### config.mk
export PLATFORM = sky130hd
export DESIGN_NAME = pulse_stretch_flat
export DESIGN_NICKNAME = d
export VERILOG_FILES = /design/src/rtl/pulse_stretch_if.sv /design/src/rtl/pulse_stretch.sv /design/src/flat_wrapper.sv
export SDC_FILE = /design/constraint.sdc
export NUM_CORES = 1
export LEC_CHECK = 0
export CELL_PAD_IN_SITES_DETAIL_PLACEMENT = 0
export CELL_PAD_IN_SITES_GLOBAL_PLACEMENT = 2
export CORE_MARGIN = 8
export CORE_UTILIZATION = 37
export DETAILED_ROUTE_END_ITERATION = 16
export PLACE_DENSITY_LB_ADDON = 0.1
export SLEW_MARGIN = 20
export SYNTH_ARGS = -nofsm -noshare
export SYNTH_HDL_FRONTEND = slang
export SYNTH_SLANG_ARGS = --single-unit
### constraint.sdc
create_clock -name clk -period 2.6 [get_ports clk]
set_input_delay 0.52 -clock clk [delete_from_list [all_inputs] [get_ports clk]]
set_output_delay 0.52 -clock clk [all_outputs]
set_load 0.03 [all_outputs]
### src/rtl/pulse_stretch_if.sv
// Event/pulse bus of the pulse stretcher: the event input plus the stretched
// output and its status flags.
interface pulse_stretch_if #(
  parameter int PEND_W = 2
);
  logic              inp;
  logic              out;
  logic              busy;
  logic [PEND_W-1:0] pending;
  logic              overflow;

  modport master (output inp, input out, busy, pending, overflow);
  modport slave  (input inp, output out, busy, pending, overflow);
endinterface

### src/rtl/pulse_stretch.sv
// Turns rising edges on inp into fixed-length output pulses with a guaranteed
// low gap; events arriving while a pulse is in progress are queued.
module pulse_stretch #(
  parameter int ON_CYCLES  = 8,
  parameter int OFF_CYCLES = 4,
  parameter int CNT_W      = 16,
  parameter int PEND_W     = 2
) (
  input  logic           clk,
  input  logic           rst_n,
  pulse_stretch_if.slave bus
);

  typedef enum logic [1:0] {IDLE, ON, GAP} state_t;

  localparam logic [CNT_W-1:0]  ON_LOAD  = CNT_W'(ON_CYCLES - 1);
  localparam logic [CNT_W-1:0]  OFF_LOAD = CNT_W'(OFF_CYCLES - 1);
  localparam logic [PEND_W-1:0] PEND_MAX = '1;

  state_t            state_q, state_d;
  logic [CNT_W-1:0]  timer_q, timer_d;
  logic [PEND_W-1:0] pending_q, pending_d;
  logic              out_q, out_d;
  logic              busy_q, busy_d;
  logic              overflow_q, overflow_d;
  logic              prev_q;
  logic              armed_q;
  logic              ev;
  logic              queueEv;
  logic              startFromQueue;

  // armed_q masks the first edge after reset so a level already high is not an event.
  assign ev = armed_q & bus.inp & ~prev_q;

  always_ff @(posedge clk or negedge rst_n) begin
    if (!rst_n) begin
      state_q    <= IDLE;
      timer_q    <= '0;
      pending_q  <= '0;
      out_q      <= 1'b0;
      busy_q     <= 1'b0;
      overflow_q <= 1'b0;
      prev_q     <= 1'b0;
      armed_q    <= 1'b0;
    end else begin
      state_q    <= state_d;
      timer_q    <= timer_d;
      pending_q  <= pending_d;
      out_q      <= out_d;
      busy_q     <= busy_d;
      overflow_q <= overflow_d;
      prev_q     <= bus.inp;
      armed_q    <= 1'b1;
    end
  end

  always_comb begin
    state_d        = state_q;
    timer_d        = timer_q;
    out_d          = out_q;
    pending_d      = pending_q;
    overflow_d     = overflow_q;
    queueEv        = 1'b0;
    startFromQueue = 1'b0;

    case (state_q)
      IDLE: begin
        if (ev) begin
          state_d = ON;
          timer_d = ON_LOAD;
          out_d   = 1'b1;
        end
      end
      ON: begin
        queueEv = ev;
        if (timer_q != '0) begin
          timer_d = timer_q - 1'b1;
        end else begin
          state_d = GAP;
          timer_d = OFF_LOAD;
          out_d   = 1'b0;
        end
      end
      GAP: begin
        if (timer_q != '0) begin
          timer_d = timer_q - 1'b1;
          queueEv = ev;
        end else if (pending_q != '0) begin
          state_d        = ON;
          timer_d        = ON_LOAD;
          out_d          = 1'b1;
          startFromQueue = 1'b1;
          queueEv        = ev;
        end else if (ev) begin
          // An event landing exactly at the end of the gap starts the next pulse directly.
          state_d = ON;
          timer_d = ON_LOAD;
          out_d   = 1'b1;
        end else begin
          state_d = IDLE;
        end
      end
      default: begin
        state_d = IDLE;
        out_d   = 1'b0;
      end
    endcase

    if (queueEv && !startFromQueue) begin
      if (pending_q == PEND_MAX) begin
        overflow_d = 1'b1;
      end else begin
        pending_d = pending_q + 1'b1;
      end
    end else if (!queueEv && startFromQueue) begin
      pending_d = pending_q - 1'b1;
    end
  end

  assign busy_d = (state_d != IDLE);

  assign bus.out      = out_q;
  assign bus.busy     = busy_q;
  assign bus.pending  = pending_q;
  assign bus.overflow = overflow_q;

endmodule

### src/flat_wrapper.sv
// flat-port wrapper written by rule: the top's interface ports become plain ports
module pulse_stretch_flat 
#(
  parameter int ON_CYCLES  = 8,
  parameter int OFF_CYCLES = 4,
  parameter int CNT_W      = 16,
  parameter int PEND_W     = 2
)
  (clk, rst_n, bus_inp, bus_out, bus_busy, bus_pending, bus_overflow);
  pulse_stretch_if #(.PEND_W(PEND_W)) bus_i ();
  input  logic clk;
  input  logic rst_n;
  input wire logic [$bits(bus_i.inp)-1:0] bus_inp;
  output wire logic [$bits(bus_i.out)-1:0] bus_out;
  output wire logic [$bits(bus_i.busy)-1:0] bus_busy;
  output wire logic [$bits(bus_i.pending)-1:0] bus_pending;
  output wire logic [$bits(bus_i.overflow)-1:0] bus_overflow;
  assign bus_i.inp = bus_inp;
  assign bus_out = bus_i.out;
  assign bus_busy = bus_i.busy;
  assign bus_pending = bus_i.pending;
  assign bus_overflow = bus_i.overflow;
  pulse_stretch #(.ON_CYCLES(ON_CYCLES), .OFF_CYCLES(OFF_CYCLES), .CNT_W(CNT_W), .PEND_W(PEND_W)) u_core (.clk(clk), .rst_n(rst_n), .bus(bus_i));
endmodule
After elaboration in Yosys (flattened, before gate mapping)
Index checks and enable logic that the tools add are counted.

storage, ports and cells
  register bits after elaboration = 25
  word-level logic and storage cells = 58

cells by class
  $add $sub $neg = 3
  equal/unequal tests = 6
  multiplexer cells = 25
  bitwise logic cells = 3
  reductions and logical operators = 13

operators with widths
  operator                                                               number
  16-bit 2-to-1 mux                                                      4
  16-bit case mux with 3 select lines                                    1
  16-bit nonzero test                                                    1
  16-bit by 1-bit subtractor with 16-bit output, second input constant   1
  2-bit 2-to-1 mux                                                       7
  1-bit 2-to-1 mux                                                       10
  2-bit inequality test, second input constant                           3
  2-bit case mux with 3 select lines                                     1
  2-bit AND reduction                                                    3
  2-bit nonzero test                                                     3
  2-bit equality test, second input constant                             2
  1-bit case mux with 3 select lines                                     1
  3-bit nonzero test                                                     1
  2-bit by 1-bit adder with 2-bit output, second input constant          1
  1-bit bitwise AND                                                      2
  2-bit by 1-bit equality test with 1-bit output, second input constant  1
  1-bit logical AND                                                      2
  1-bit zero test                                                        2
  2-bit zero test                                                        1
  1-bit case mux with 2 select lines                                     1
  2-bit by 1-bit subtractor with 2-bit output, second input constant     1
  1-bit NOT                                                              1

Depth between registers and ports, before layout
  word-level depth = 9
  depth in mapped cells = 10
  depth with buffers taken out = 7

Worst setup path after synthesis
No wires, ideal clock.

  path type = register to register
  start point = register u_core.state_q[0]
  end point = register u_core.timer_q[11]
  setup slack = 691 ps
  path buffers = 3
  clock period less this slack = 1909 ps
  stages on the path, launching flop included = 11
  arrival = 1785 ps
  cells stage by stage = dfrtp_1 -> inv_1 -> ha_1 -> clkbuf_1 -> or2_2 -> nand2_1 -> nor2_1 -> buf_2 -> buf_2 -> a22oi_1 -> nand2_1

on the way
  word-level cells in the longest chain between the ends = 2
  elaborated cells on any way between the ends = 5
  those cells by class = eq/ne (2); mux (1); reduce/logical (2)

RTL lines
  item                                                                       RTL line             text
  start: declaration                                                         pulse_stretch.sv:20  state_t state_q, state_d;
  start signal: assignment                                                   pulse_stretch.sv:46  state_q <= state_d;
  2-bit equality test (tied with other cells)                                pulse_stretch.sv:66  case (state_q)
  16-bit case mux with 3 select lines or 3-bit nonzero test (tied branches)  n/a
  end signal: assignment                                                     pulse_stretch.sv:47  timer_q <= timer_d;
  end: declaration                                                           pulse_stretch.sv:21  logic [CNT_W-1:0] timer_q, timer_d;

Parallel ways exist; a longest one is shown, timed or not.
A chain may end at the register's enable or synchronous reset.

Worst setup path in the final report
  start point = register u_core.timer_q[1]
  end point = register u_core.timer_q[8]

on the way
  word-level cells in the longest chain between the ends = 3
  elaborated cells on any way between the ends = 5
  those cells by class = add/sub (1); mux (3); reduce/logical (1)

RTL lines
  item                                                                                  RTL line
  16-bit by 1-bit subtractor with 16-bit output or 16-bit nonzero test (tied branches)  n/a
  16-bit 2-to-1 mux (on tied branches)                                                  pulse_stretch.sv:85, pulse_stretch.sv:76
  16-bit case mux with 3 select lines (*)                                               pulse_stretch.sv:66

Mark *: on every way between the ends. The rest lies on a longest branch, timed or not.

==> impl_results.md <==
- Buf/Inv on CP: 1
- Actual transition at the worst max-transition pin: 0.593 ns
- Clock tree sinks: 25
- Count of H-tree levels built during CTS: 1
- Top cell type's share of synthesized area: between 30% and 40%
- Crit end category: flip-flop
- Library cell occupying the most area in the post-synthesis netlist: sky130_fd_sc_hd__dfrtp_1
- Leakage: approximately 0.00075 uW
- Count of distinct cell types in the synthesized netlist: 52
- Maximum fanout encountered on the critical timing path: 8
- Cell at the slowest stage of the critical path: sky130_fd_sc_hd__o21bai_1
- Total number of yosys warnings: 0
- Die height: 81.9 um
- DIE WIDTH: 81.9 um
- Final min period: 2.23 ns
- Number of detailed-route iterations in the first pass: 6
- Initial antenna violation count: 0
- Post-CTS repair timing setup buffer count: 0
- First DRT Iteration DRCs: 73
- Inserted Clock Buffers: 3
- Portion of the post-synthesis area used by sequential elements: about two fifths
- Final Cycle Share: 85.6%
- Clock tree from TritonCTS: done
- Leading post-synthesis cells by cell area: sky130_fd_sc_hd__dfrtp_1 39%, sky130_fd_sc_hd__o21ai_0 4.7%, sky130_fd_sc_hd__a31oi_1 4.3%
- Mean instance size in the synthesized netlist: 8.93 um2
- Simple-gate share of the synthesized area: 26.5%
- Global Route Usage Sum: 12.8%
- Required arrival time at the worst endpoint: roughly 2.8 ns
- Normalized max-slew margin: 60.4%
- Gate Count Post-Synth: 180
- Timing-limited maximum frequency: about 450 MHz
- Hold-fix buffers at CTS: 0
- Net total in the final layout: slightly below 200
- Die ar.: 6710 um2
- Clock Skews: 0.00690 ns
- Classification of the worst-slack hold path: reg -> reg
- Worst setup path startpoint: u_core.timer_q[1]$_DFFE_PN0P_
- IO Count: 8
- Total Routed Length: 4030 um
- Number of diodes added for antenna fixing: 0
- Ratio of total power to cell area: 442 nW/um2
- Total setup violations reported at the end of the flow: 0
- Cells resized by post-CTS repair: 0
- Critical setup path kind: reg -> reg
- Drt drc: 0
- Area of the core: between 4000 and 5000 um2
- CP cell instances: inv_1, ha_1, nor2b_1, nand4b_1, o21bai_1, o21ai_0, o41ai_1
- Worst R2R Start: u_core.timer_q[1]$_DFFE_PN0P_
- Total via count after detailed routing: 1418
- Number of global-route vias before repair: 1402
- Max rail drop VDD: 0.229 mV
- Area growth from synthesis to final layout: 11.9%
- Number of flops mapped to enable cells by yosys: 0
- Startpoint type of the worst setup path: flip-flop
- RSZ-0062 raised after global routing: false
- Dominant combinational cell family by area after synthesis: simple AND/OR/NAND/NOR gates
- Total Power Consumption: 795 uW
- Share of final-layout standard cells stronger than drive strength 1: 10.5%
- First-pass GRT wire length: about 6600 um
- Run status: finished, final reports clean
- Pin count of the biggest net entering global routing: 26
- Worst endpoint data arrival time: about 2.4 ns
- Multiplexer fraction of the synthesized cell area: less than 1%
- Clock latency at the later pin of the worst-skew pair: ~0.28 ns
- Ys flop type: sky130_fd_sc_hd__dfrtp_1
- Max-capacitance violation count: 0
- Clock input transition at the sequential cells of the worst setup and hold paths: 0.09 ns
- HP Start: u_core.bus.overflow$_DFFE_PN0P_
- Max Slew Vio Count: 0
- Vias per inst: 5.86
- Summed instance area of the synthesized netlist: roughly 1600 um2
- WL/cell: 16.6 um
- Weighted congestion at the end of routability-driven global placement: 0.812
- Starting Density: 37.7%
- Number of register bits inferred by synthesis: 25
- Area share of xor/xnor cells in the synthesized design: 1.09%
- Post-synthesis compound-gate area fraction: between 20% and 30%
- Final setup TNS: 0 ns
- Family of cells with the greatest summed delay on the critical path: compound AO/OA/AOI/OAI gates
- DPL Wire Length: 3000 um
- Clock buffer depth: 2
- Number of nets in the synthesized netlist: ~190
- Worst stage delay on the critical path: roughly 0.54 ns
- Global route total overflow: 0
- Synth Area in Adders: 3.89%
- Number of failing hold endpoints at the final stage: 0
- Num rows: 24
- Async set-reset flop share out of synthesis: 100%
- IO Port Bufs: 7
- Clock root buffer master: sky130_fd_sc_hd__clkbuf_8
- Antenna violation net count after detailed routing: 0
layout make-up:
type	count	area (um2)
flip-flops and latches	25	626
fillers	440	2470
clock buffers	4	45.0
multi-input cells	138	906
inverters	9	33.8
well taps	52	65.1
repair buffers	14	123
cell usage after synthesis (2+ instances only):
cell,count
sky130_fd_sc_hd__dfrtp_1,25
sky130_fd_sc_hd__clkbuf_1,4
sky130_fd_sc_hd__inv_1,9
sky130_fd_sc_hd__o211ai_1,2
sky130_fd_sc_hd__o21ai_0,15
sky130_fd_sc_hd__a22o_1,3
sky130_fd_sc_hd__and4_1,2
sky130_fd_sc_hd__a21o_1,2
sky130_fd_sc_hd__ha_1,5
sky130_fd_sc_hd__nor2b_1,2
sky130_fd_sc_hd__nand4b_1,2
sky130_fd_sc_hd__nand2_1,15
sky130_fd_sc_hd__a22oi_1,2
sky130_fd_sc_hd__xnor2_1,2
sky130_fd_sc_hd__or3_1,2
sky130_fd_sc_hd__nand3_1,2
sky130_fd_sc_hd__nor2_1,16
sky130_fd_sc_hd__nand2b_1,2
sky130_fd_sc_hd__nand4_1,4
sky130_fd_sc_hd__nor3_1,5
sky130_fd_sc_hd__o22a_1,2
sky130_fd_sc_hd__nor4_4,2
sky130_fd_sc_hd__a31oi_1,11
sky130_fd_sc_hd__nor4_1,3
sky130_fd_sc_hd__buf_2,3
sky130_fd_sc_hd__a21oi_1,12
cells in the final DEF, fill, tap and decap left out, types with 2 or more instances in the layout:
| master | n |
|---|---|
| sky130_fd_sc_hd__nor2_1 | 16 |
| sky130_fd_sc_hd__a21o_1 | 2 |
| sky130_fd_sc_hd__nor3_1 | 5 |
| sky130_fd_sc_hd__a22oi_1 | 2 |
| sky130_fd_sc_hd__and4_1 | 2 |
| sky130_fd_sc_hd__nand4_1 | 4 |
| sky130_fd_sc_hd__nand2b_1 | 2 |
| sky130_fd_sc_hd__dfrtp_1 | 25 |
| sky130_fd_sc_hd__a21oi_1 | 12 |
| sky130_fd_sc_hd__nor4_1 | 3 |
| sky130_fd_sc_hd__or3_1 | 2 |
| sky130_fd_sc_hd__o21ai_0 | 15 |
| sky130_fd_sc_hd__nor4_4 | 2 |
| sky130_fd_sc_hd__o211ai_1 | 2 |
| sky130_fd_sc_hd__clkdlybuf4s50_1 | 7 |
| sky130_fd_sc_hd__nand3_1 | 2 |
| sky130_fd_sc_hd__nor2b_1 | 2 |
| sky130_fd_sc_hd__buf_4 | 7 |
| sky130_fd_sc_hd__nand2_1 | 15 |
| sky130_fd_sc_hd__clkbuf_8 | 3 |
| sky130_fd_sc_hd__xnor2_1 | 2 |
| sky130_fd_sc_hd__a31oi_1 | 11 |
| sky130_fd_sc_hd__inv_1 | 9 |
| sky130_fd_sc_hd__o22a_1 | 2 |
| sky130_fd_sc_hd__nand4b_1 | 2 |
| sky130_fd_sc_hd__ha_1 | 5 |
| sky130_fd_sc_hd__a22o_1 | 3 |
worst register-to-register path: stages, from the launching register on:
cell	delay, ns
sky130_fd_sc_hd__dfrtp_1	0.43
sky130_fd_sc_hd__inv_1	0.09
sky130_fd_sc_hd__ha_1	0.28
sky130_fd_sc_hd__nor2b_1	0.32
sky130_fd_sc_hd__nand4b_1	0.21
sky130_fd_sc_hd__o21bai_1	0.54
sky130_fd_sc_hd__o21ai_0	0.18
sky130_fd_sc_hd__o41ai_1	0.09
routing by layer:
metal / GRT usage [%] / part of all wire (%) / vias to the layer above
li1: - / - / 699
met1: 14.2 / 44 / 684
met2: 23.0 / 50 / 23
met3: 3.06 / 3.0 / 12
met4: 5.09 / 2.9 / 0
met5: 0 / 0 / -
where the power goes:
| group | internal [uW] | switching, uW |
|---|---|---|
| registers | 404 | 29.3 |
| logic | 52.0 | 65.6 |
| clock network | 110 | 134 |
| total | 566 | 229 |
flip-flops by register name, summed over array words and instances (netlist names):
register / cells
u_core.bus.overflow: 1
u_core.bus.busy: 1
u_core.armed_q: 1
u_core.timer_q: 16
u_core.bus.out: 1
u_core.state_q: 2
u_core.bus.pending: 2
u_core.prev_q: 1
worst paths after layout:
check	endpoint	slack [ns]	depth (start not counted)
min reg2reg	u_core.bus.overflow$_DFFE_PN0P_	0.48	1
min in group asynchronous	u_core.timer_q[7]$_DFFE_PN0P_	0.60	2
max in group asynchronous	u_core.bus.pending[1]$_DFFE_PN0P_	1.74	2
min	u_core.bus.overflow$_DFFE_PN0P_	0.48	1
max reg2reg	u_core.timer_q[8]$_DFFE_PN0P_	0.37	7
max	u_core.timer_q[8]$_DFFE_PN0P_	0.37	7
stage by stage:
step / utilization [%] / instances / worst slack [ns] / hold WS [ns] / area (um2)
after floorplan: - / 180 / 0.691 / 0.224 / 1610
after global placement: 41.1 / 238 / 0.303 / 0.454 / 1750
after detailed placement: 41.1 / 238 / 0.233 / 0.463 / 1750
after CTS: 42.2 / 242 / 0.328 / 0.484 / 1800
after global routing: 42.2 / 242 / 0.118 / 0.492 / 1800
final: 42.2 / 242 / 0.375 / 0.476 / 1800
kinds of logic (layout without fill, tap and decap cells):
group / count (synthesis) / in the layout
AND/OR/NAND/NOR: 69 / 69
AO/OA/AOI/OAI: 60 / 60
flip-flops: 25 / 25
buffers and inverters: 17 / 27
adder cells (fa/ha/maj): 5 / 5
XOR/XNOR: 2 / 2
other: 1 / 1
multiplexers: 1 / 1
No activity file was read; power rests on OpenSTA's default activity.
